File: config.mk
export PLATFORM = sky130hd
export DESIGN_NAME = mem_loader_flat
export DESIGN_NICKNAME = d
export VERILOG_FILES = /design/src/rtl/mem_loader_if.sv /design/src/rtl/mem_loader.sv /design/src/flat_wrapper.sv
export SDC_FILE = /design/constraint.sdc
export NUM_CORES = 1
export LEC_CHECK = 0
export CORE_UTILIZATION = 44
export DETAILED_ROUTE_END_ITERATION = 6
export PLACE_DENSITY = 0.8
export SETUP_SLACK_MARGIN = 0.15
export SLEW_MARGIN = 20
export SYNTH_ARGS = -nofsm -noshare
export SYNTH_HDL_FRONTEND = slang
export SYNTH_SLANG_ARGS = --single-unit
File: constraint.sdc
create_clock -name clk -period 2.4 [get_ports clk]
set_input_delay 0.48 -clock clk [delete_from_list [all_inputs] [get_ports clk]]
set_output_delay 0.48 -clock clk [all_outputs]
set_load 0.05 [all_outputs]
File: src/rtl/mem_loader_if.sv
// mem_loader memory port bundle toward ram7.
// master: loader side; slave: memory side.
`timescale 1ns/1ps
interface mem_loader_if;
  logic [15:0] mem_addr;
  logic [15:0] mem_din;
  logic        mem_we;
  logic [15:0] mem_d_out;

  modport master (
    output mem_addr,
    output mem_din,
    output mem_we,
    input  mem_d_out
  );

  modport slave (
    input  mem_addr,
    input  mem_din,
    input  mem_we,
    output mem_d_out
  );
endinterface

File: src/rtl/mem_loader.sv
// mem_loader: front-panel address set / deposit / readback engine.
// Ports: clk, reset (async low), en, sw, ld_adr, ld_dat, rd pulses,
// mem (ram7 port, master), disp_adr, disp_dat, busy, wrapped.
`timescale 1ns/1ps
module mem_loader #(
  parameter int RD_LAT = 1
) (
  input  logic          clk,
  input  logic          reset,
  input  logic          en,
  input  logic [15:0]   sw,
  input  logic          ld_adr,
  input  logic          ld_dat,
  input  logic          rd,
  mem_loader_if.master  mem,
  output logic [15:0]   disp_adr,
  output logic [15:0]   disp_dat,
  output logic          busy,
  output logic          wrapped
);

  typedef enum logic [1:0] {
    IDLE,
    WR,
    RD,
    CAP
  } state_t;

  localparam logic [2:0] LAST = 3'(RD_LAT - 1);

  state_t      state;
  logic [15:0] addr;
  logic [15:0] din;
  logic        we_q;
  logic [15:0] dat;
  logic        wrap;
  logic [2:0]  cnt;

  always_ff @(posedge clk or negedge reset) begin
    if (!reset) begin
      state <= IDLE;
      addr  <= '0;
      din   <= '0;
      we_q  <= 1'b0;
      dat   <= '0;
      wrap  <= 1'b0;
      cnt   <= '0;
    end else begin
      unique case (state)
        IDLE: begin
          if (en) begin
            if (ld_adr) begin
              addr  <= sw;
              wrap  <= 1'b0;
              state <= RD;
            end else if (ld_dat) begin
              din   <= sw;
              we_q  <= 1'b1;
              state <= WR;
            end else if (rd) begin
              state <= RD;
            end
          end
        end
        WR: begin
          we_q  <= 1'b0;
          addr  <= addr + 16'd1;
          if (addr == 16'hFFFF)
            wrap <= 1'b1;
          state <= RD;
        end
        RD: begin
          if (cnt == LAST) begin
            cnt   <= '0;
            state <= CAP;
          end else begin
            cnt <= cnt + 3'd1;
          end
        end
        CAP: begin
          dat   <= mem.mem_d_out;
          state <= IDLE;
        end
      endcase
    end
  end

  // en low hands the port back to the CPU at once,
  // even mid-write
  assign mem.mem_we   = we_q & en;
  assign mem.mem_addr = addr;
  assign mem.mem_din  = din;
  assign disp_adr     = addr;
  assign disp_dat     = dat;
  assign busy         = (state != IDLE);
  assign wrapped      = wrap;

endmodule
File: src/flat_wrapper.sv
// flat-port wrapper written by rule: the top's interface ports become plain ports
module mem_loader_flat 
#(
  parameter int RD_LAT = 1
)
  (clk, reset, en, sw, ld_adr, ld_dat, rd, disp_adr, disp_dat, busy, wrapped, mem_mem_addr, mem_mem_din, mem_mem_we, mem_mem_d_out);
  mem_loader_if mem_i ();
  input  logic clk;
  input  logic reset;
  input  logic en;
  input  logic [15:0] sw;
  input  logic ld_adr;
  input  logic ld_dat;
  input  logic rd;
  output logic [15:0] disp_adr;
  output logic [15:0] disp_dat;
  output logic busy;
  output logic wrapped;
  output wire logic [$bits(mem_i.mem_addr)-1:0] mem_mem_addr;
  output wire logic [$bits(mem_i.mem_din)-1:0] mem_mem_din;
  output wire logic [$bits(mem_i.mem_we)-1:0] mem_mem_we;
  input wire logic [$bits(mem_i.mem_d_out)-1:0] mem_mem_d_out;
  assign mem_mem_addr = mem_i.mem_addr;
  assign mem_mem_din = mem_i.mem_din;
  assign mem_mem_we = mem_i.mem_we;
  assign mem_i.mem_d_out = mem_mem_d_out;
  mem_loader #(.RD_LAT(RD_LAT)) u_core (.clk(clk), .reset(reset), .en(en), .sw(sw), .ld_adr(ld_adr), .ld_dat(ld_dat), .rd(rd), .mem(mem_i), .disp_adr(disp_adr), .disp_dat(disp_dat), .busy(busy), .wrapped(wrapped));
endmodule
# Word level (Yosys, flattened, before mapping)

Cells that the tools add are included.

Output and inout port bits: 67
Logic and storage cells: 49
Input port bits: 38
Register bits: 55

Bitwise gates (word level): 2
Muxes and demuxes: 18
Equal/unequal tests: 11
$add $sub $neg: 2
Reductions and logical operators: 9

Operators with widths:

| operator              | number |
|---|---|
| $mux 16               | 2 |
| $pmux 16 s2           | 1 |
| $add 16x1->16 const B | 1 |
| $eq 16x16->1 const B  | 1 |
| $reduce_and 4->1      | 3 |
| $mux 2                | 5 |
| $ne 2x2->1 const B    | 4 |
| $pmux 2 s4            | 1 |
| $mux 1                | 6 |
| $reduce_and 3->1      | 2 |
| $eq 2x2->1 const B    | 2 |
| $ne 2x1->1 const B    | 2 |
| $ne 4x4->1 const B    | 1 |
| $pmux 1 s2            | 2 |
| $reduce_bool 2->1     | 2 |
| $add 3x1->3 const B   | 1 |
| $logic_not 3->1       | 1 |
| $mux 3                | 1 |
| $eq 2x1->1 const B    | 1 |
| $logic_not 2->1       | 1 |
| $and 1x1->1           | 1 |
| $not 1->1             | 1 |

# Longest topological paths before layout

Depth after elaboration: 5
Mapped depth: 8
Gate-level depth less buffers: 6

# Worst setup path before layout

OpenSTA, ideal clock, no wires.

Kind: reg2reg
Start: register u_core.addr[3] (netlist: u_core.disp_adr[3])
End: register u_core.addr[13] (netlist: u_core.disp_adr[13])
Stages on the path, launching flop included: 6
Path slack: 0.529 ns
Library setup time: 0.126 ns
Path buffers: 1
Arrival time: 1.745 ns
Required time: 2.274 ns
Path through: dfrtp_1 buf_2 nand4_2 nor4_1 nand4_1 o311a_1

Word-level cells in the longest chain between the ends: 2

RTL lines:

| what                     | line             | text |
|---|---|---|
| start: declaration       | mem_loader.sv:32 | `logic [15:0] addr;` |
| start signal: assignment | mem_loader.sv:53 | `addr <= sw;` |
| start signal: assignment | mem_loader.sv:67 | `addr <= addr + 16'd1;` |
| $add 16x1->16            | mem_loader.sv:67 |  |
| $pmux 16 s2              | mem_loader.sv:49 | `unique case (state)` |

Every way passes these cells.
A chain may end at the register's enable or synchronous reset.

# Worst setup path after layout

Start: register u_core.addr[12] (netlist: u_core.disp_adr[12])
End: output mem_mem_addr[12]

RTL lines:

| what             | line               | text |
|---|---|---|
| end: declaration | flat_wrapper.sv:19 | `output wire logic [$bits(mem_i.mem_addr)-1:0] mem_mem_addr;` |

No word-level cell between the ends.

==> impl_metrics.prom <==
# TYPE chip_impl_metric gauge
chip_impl_metric{name="grt_util_all_layers",unit="%"} 22.4
chip_impl_metric{name="nNetsFinal",unit=""} 376
chip_impl_metric{name="grt_start_max_net_pins",unit=""} 56
chip_impl_info{name="yosys.cell_count.top_type",value="dfrtp_1"} 1
chip_impl_metric{name="grt_first_pass_wirelength",unit="um"} 11000
chip_impl_metric{name="cp.arrival",unit="ns"} 1.73
chip_impl_metric{name="effective_utilization_at_floorplan",unit="%"} 46.2
chip_impl_metric{name="worstMarginPinSlew",unit="ns"} 0.715
chip_impl_metric{name="antenna-diode-count",unit=""} 0
chip_impl_metric{name="setup_violations",unit=""} 0
chip_impl_metric{name="cp.required",unit="ns"} 1.92
chip_impl_info{name="cts_root_buf",value="clkbuf_8"} 1
chip_impl_metric{name="synthesis.nets",unit=""} 290
chip_impl_info{name="cp_top_family",value="buffers and inverters"} 1
chip_impl_metric{name="synthesis.area_per_instance",unit="sq um"} 11.3
chip_impl_metric{name="fillerInstances",unit=""} 503
chip_impl_metric{name="final_antenna_net_count",unit=""} 0
chip_impl_info{name="status",value="complete, no violations"} 1
chip_impl_metric{name="synth_edf_count",unit=""} 0
chip_impl_metric{name="synth-async-reset-ratio",unit="%"} 100
chip_impl_metric{name="timing.critical_path.slowest_cell_delay",unit="ns"} 0.90
chip_impl_info{name="setup_repair_after_global_routing_missed_its_margin",value="no"} 1
chip_impl_metric{name="routedWlPerCell",unit="um"} 16.8
chip_impl_metric{name="synth_cells",unit=""} 245
chip_impl_metric{name="grt_pass1_vias",unit=""} 2216
chip_impl_metric{name="antenna_found_initial",unit=""} 0
chip_impl_metric{name="synth.yosys.warnings",unit=""} 0
chip_impl_metric{name="drive_above_1_share",unit="%"} 16.0
chip_impl_metric{name="avgViaCountPerCell",unit=""} 5.52
chip_impl_metric{name="drt-total-wl",unit="um"} 6830
chip_impl_metric{name="timing.final.crit_share",unit="%"} 92.2
chip_impl_metric{name="worst_setup_hold_path_clk_slew",unit="ns"} 0.10
chip_impl_metric{name="worst_skew_late_latency",unit="ns"} 0.31
chip_impl_metric{name="cp_max_fo",unit=""} 8
chip_impl_metric{name="max-slew-margin-rel",unit="%"} 52.3
chip_impl_metric{name="cts-root-to-sink-buffers",unit=""} 2
chip_impl_metric{name="chipHeight",unit="um"} 81.3
chip_impl_metric{name="htree_num_levels",unit=""} 2
chip_impl_metric{name="timing.clock.skew",unit="ns"} 0.00916
chip_impl_metric{name="cts.repair_timing.setup_buffer_count",unit=""} 0
chip_impl_info{name="biggest_area_consumer_among_synthesized_cells",value="dfrtp_1"} 1
chip_impl_metric{name="maxCapViolCount",unit=""} 0
chip_impl_info{name="largest_cells_by_area_after_synthesis",value="dfrtp_1 (50%), mux2_2 (13%), buf_4 (4.6%)"} 1
chip_impl_info{name="setup.worst_path.class",value="reg -> out"} 1
chip_impl_metric{name="hpwl",unit="um"} 4910
chip_impl_metric{name="post-route-min-period",unit="ns"} 2.21
chip_impl_metric{name="clock_sinks",unit=""} 55
chip_impl_metric{name="coreArea",unit="sq um"} 5990
chip_impl_metric{name="globalRouteOverflowTotal",unit=""} 0
chip_impl_metric{name="gp_congestion",unit=""} 0.793
chip_impl_metric{name="final_report_max_slew_violation_count",unit=""} 0
chip_impl_metric{name="timing_hold_violations_final",unit=""} 0
chip_impl_metric{name="drt-initial-drc-count",unit=""} 155
chip_impl_metric{name="placementRows",unit=""} 28
chip_impl_info{name="critical_path.cell_chain",value="clkdlybuf4s50_1"} 1
chip_impl_metric{name="dr.pass1.iters",unit=""} 4
chip_impl_metric{name="mapped_cell_area",unit="sq um"} 2770
chip_impl_metric{name="yosysUniqueCellTypes",unit=""} 47
chip_impl_metric{name="dr_total_vias",unit=""} 2246
chip_impl_metric{name="die_w",unit="um"} 81.3
chip_impl_metric{name="area.growth.synth_to_final",unit="%"} 39.3
chip_impl_metric{name="cp_num_buf_inv",unit=""} 1
chip_impl_metric{name="dieArea",unit="sq um"} 6610
chip_impl_metric{name="ff_latch_area",unit="sq um"} 1380
chip_impl_metric{name="achievable-frequency",unit="GHz"} 0.452
chip_impl_metric{name="ff2ff_setup_slack",unit="ns"} 0.49
chip_impl_info{name="setup_crit_end_kind",value="output pin"} 1
chip_impl_info{name="hold_path_class",value="in -> async"} 1
chip_impl_metric{name="tns",unit="ns"} 0
chip_impl_metric{name="synth_top_cell_area_share",unit="%"} 49.7
chip_impl_metric{name="port_buffers",unit=""} 104
chip_impl_info{name="critical-path-slowest-cell",value="clkdlybuf4s50_1"} 1
chip_impl_metric{name="io-pin-count",unit=""} 105
chip_impl_metric{name="multi_input_area",unit="sq um"} 1170
chip_impl_info{name="post_synth_most_frequent_cells",value="dfrtp_1 (55), mux2_2 (31), buf_4 (17), nand2_1 (12), o21ai_0 (11)"} 1
chip_impl_info{name="synth_top_flop_cell",value="dfrtp_1"} 1
chip_impl_metric{name="post-route-drc-count",unit=""} 0
chip_impl_info{name="cts_tree",value="built"} 1
chip_impl_metric{name="postSynthRegisterBits",unit=""} 55
chip_impl_info{name="critical_path.startpoint_type",value="register"} 1
chip_impl_metric{name="yosysSeqAreaShare",unit="%"} 49.7
chip_impl_metric{name="cts_buffers",unit=""} 5
[logic make-up (layout without fill, tap and decap cells)]
| logic type | after synthesis | after routing | synth area share (%) |
|---|---|---|---|
| AOI/OAI and AO/OA | 53 | 53 | 13.1 |
| buffers and inverters | 37 | 124 | 8.09 |
| DFF | 55 | 55 | 49.7 |
| muxes | 33 | 33 | 13.3 |
| adders and majority gates | 7 | 7 | 3.16 |
| and+or+nand+nor | 60 | 60 | 12.6 |
[layout by cell type (no fill, tap or decap), drive strengths merged, types with 2 or more instances in the layout]
| cell | count |
|---|---|
| a21o | 2 |
| a21oi | 10 |
| a22oi | 2 |
| a31oi | 2 |
| and2 | 3 |
| and3 | 2 |
| and4 | 3 |
| buf | 6 |
| clkbuf | 5 |
| clkdlybuf4s50 | 99 |
| clkinv | 2 |
| dfrtp | 55 |
| dlymetal6s2s | 2 |
| ha | 7 |
| inv | 9 |
| mux2 | 31 |
| mux2i | 2 |
| nand2 | 12 |
| nand3 | 4 |
| nand4 | 8 |
| nor2 | 9 |
| nor3 | 7 |
| nor4 | 4 |
| o2111ai | 3 |
| o21ai | 12 |
| o22a | 4 |
| o22ai | 6 |
| o311a | 5 |
| or2 | 2 |
[state kept, by name, indices dropped and copies added, names as in the netlist]
register,count
u_core.wrapped,1
u_core.disp_adr,16
u_core.disp_dat,16
u_core.mem.mem_din,16
u_core.cnt,3
u_core.state,2
u_core.we_q,1
[area by class of cell]
cell class                      instances  area share [%]
Clock buffer                            5            1.79
Multi-Input combinational cell        153            30.3
Clock inverter                          3            1.14
Timing Repair Buffer                  107            27.8
Tap cell                               75            2.43
Sequential cell                        55            35.7
Inverter                                9           0.876
[worst paths after layout]
path | start | cells past startpoint | endpoint
min in group clk | u_core.mem.mem_din[5]$_DFFE_PN0P_ | 2 | u_core.mem.mem_din[5]$_DFFE_PN0P_
min | reset | 2 | u_core.disp_dat[12]$_DFFE_PN0N_
max reg2reg | u_core.state[0]$_DFFE_PN0P_ | 6 | u_core.disp_adr[14]$_DFFE_PN0P_
min reg2reg | u_core.mem.mem_din[5]$_DFFE_PN0P_ | 2 | u_core.mem.mem_din[5]$_DFFE_PN0P_
max | u_core.disp_adr[12]$_DFFE_PN0P_ | 1 | mem_mem_addr[12]
max in group asynchronous | reset | 2 | u_core.state[1]$_DFFE_PN0P_
[timing repair]
action                                 4_1_cts  5_1_grt
gates resized for setup                      0        2
hold buffers                                 0        0
endpoints found under the hold margin        0        0
setup endpoints to repair                    0        2
[per-stage QoR]
stage               hold WS [ns]  area (sq um)  setup WS, ns  utilization, %  cells
floorplan                  0.184          2770         0.529               -    245
global placement           0.464          3740         0.388            62.4    399
detailed placement         0.481          3740         0.352            62.4    399
CTS                        0.316          3850         0.169            64.3    407
global route               0.359          3850         0.152            64.3    407
finish                     0.289          3850         0.187            64.3    407
[routing by layer]
metal	part of all wire [%]	global-route usage, %
met5	0	0
met1	42	29.2
met4	2.5	8.75
met2	51	36.5
met3	4.2	4.16
Power is left out: the tool's default activity adds up to more than one toggle a clock period on the data nets, which glitch-free logic cannot reach.
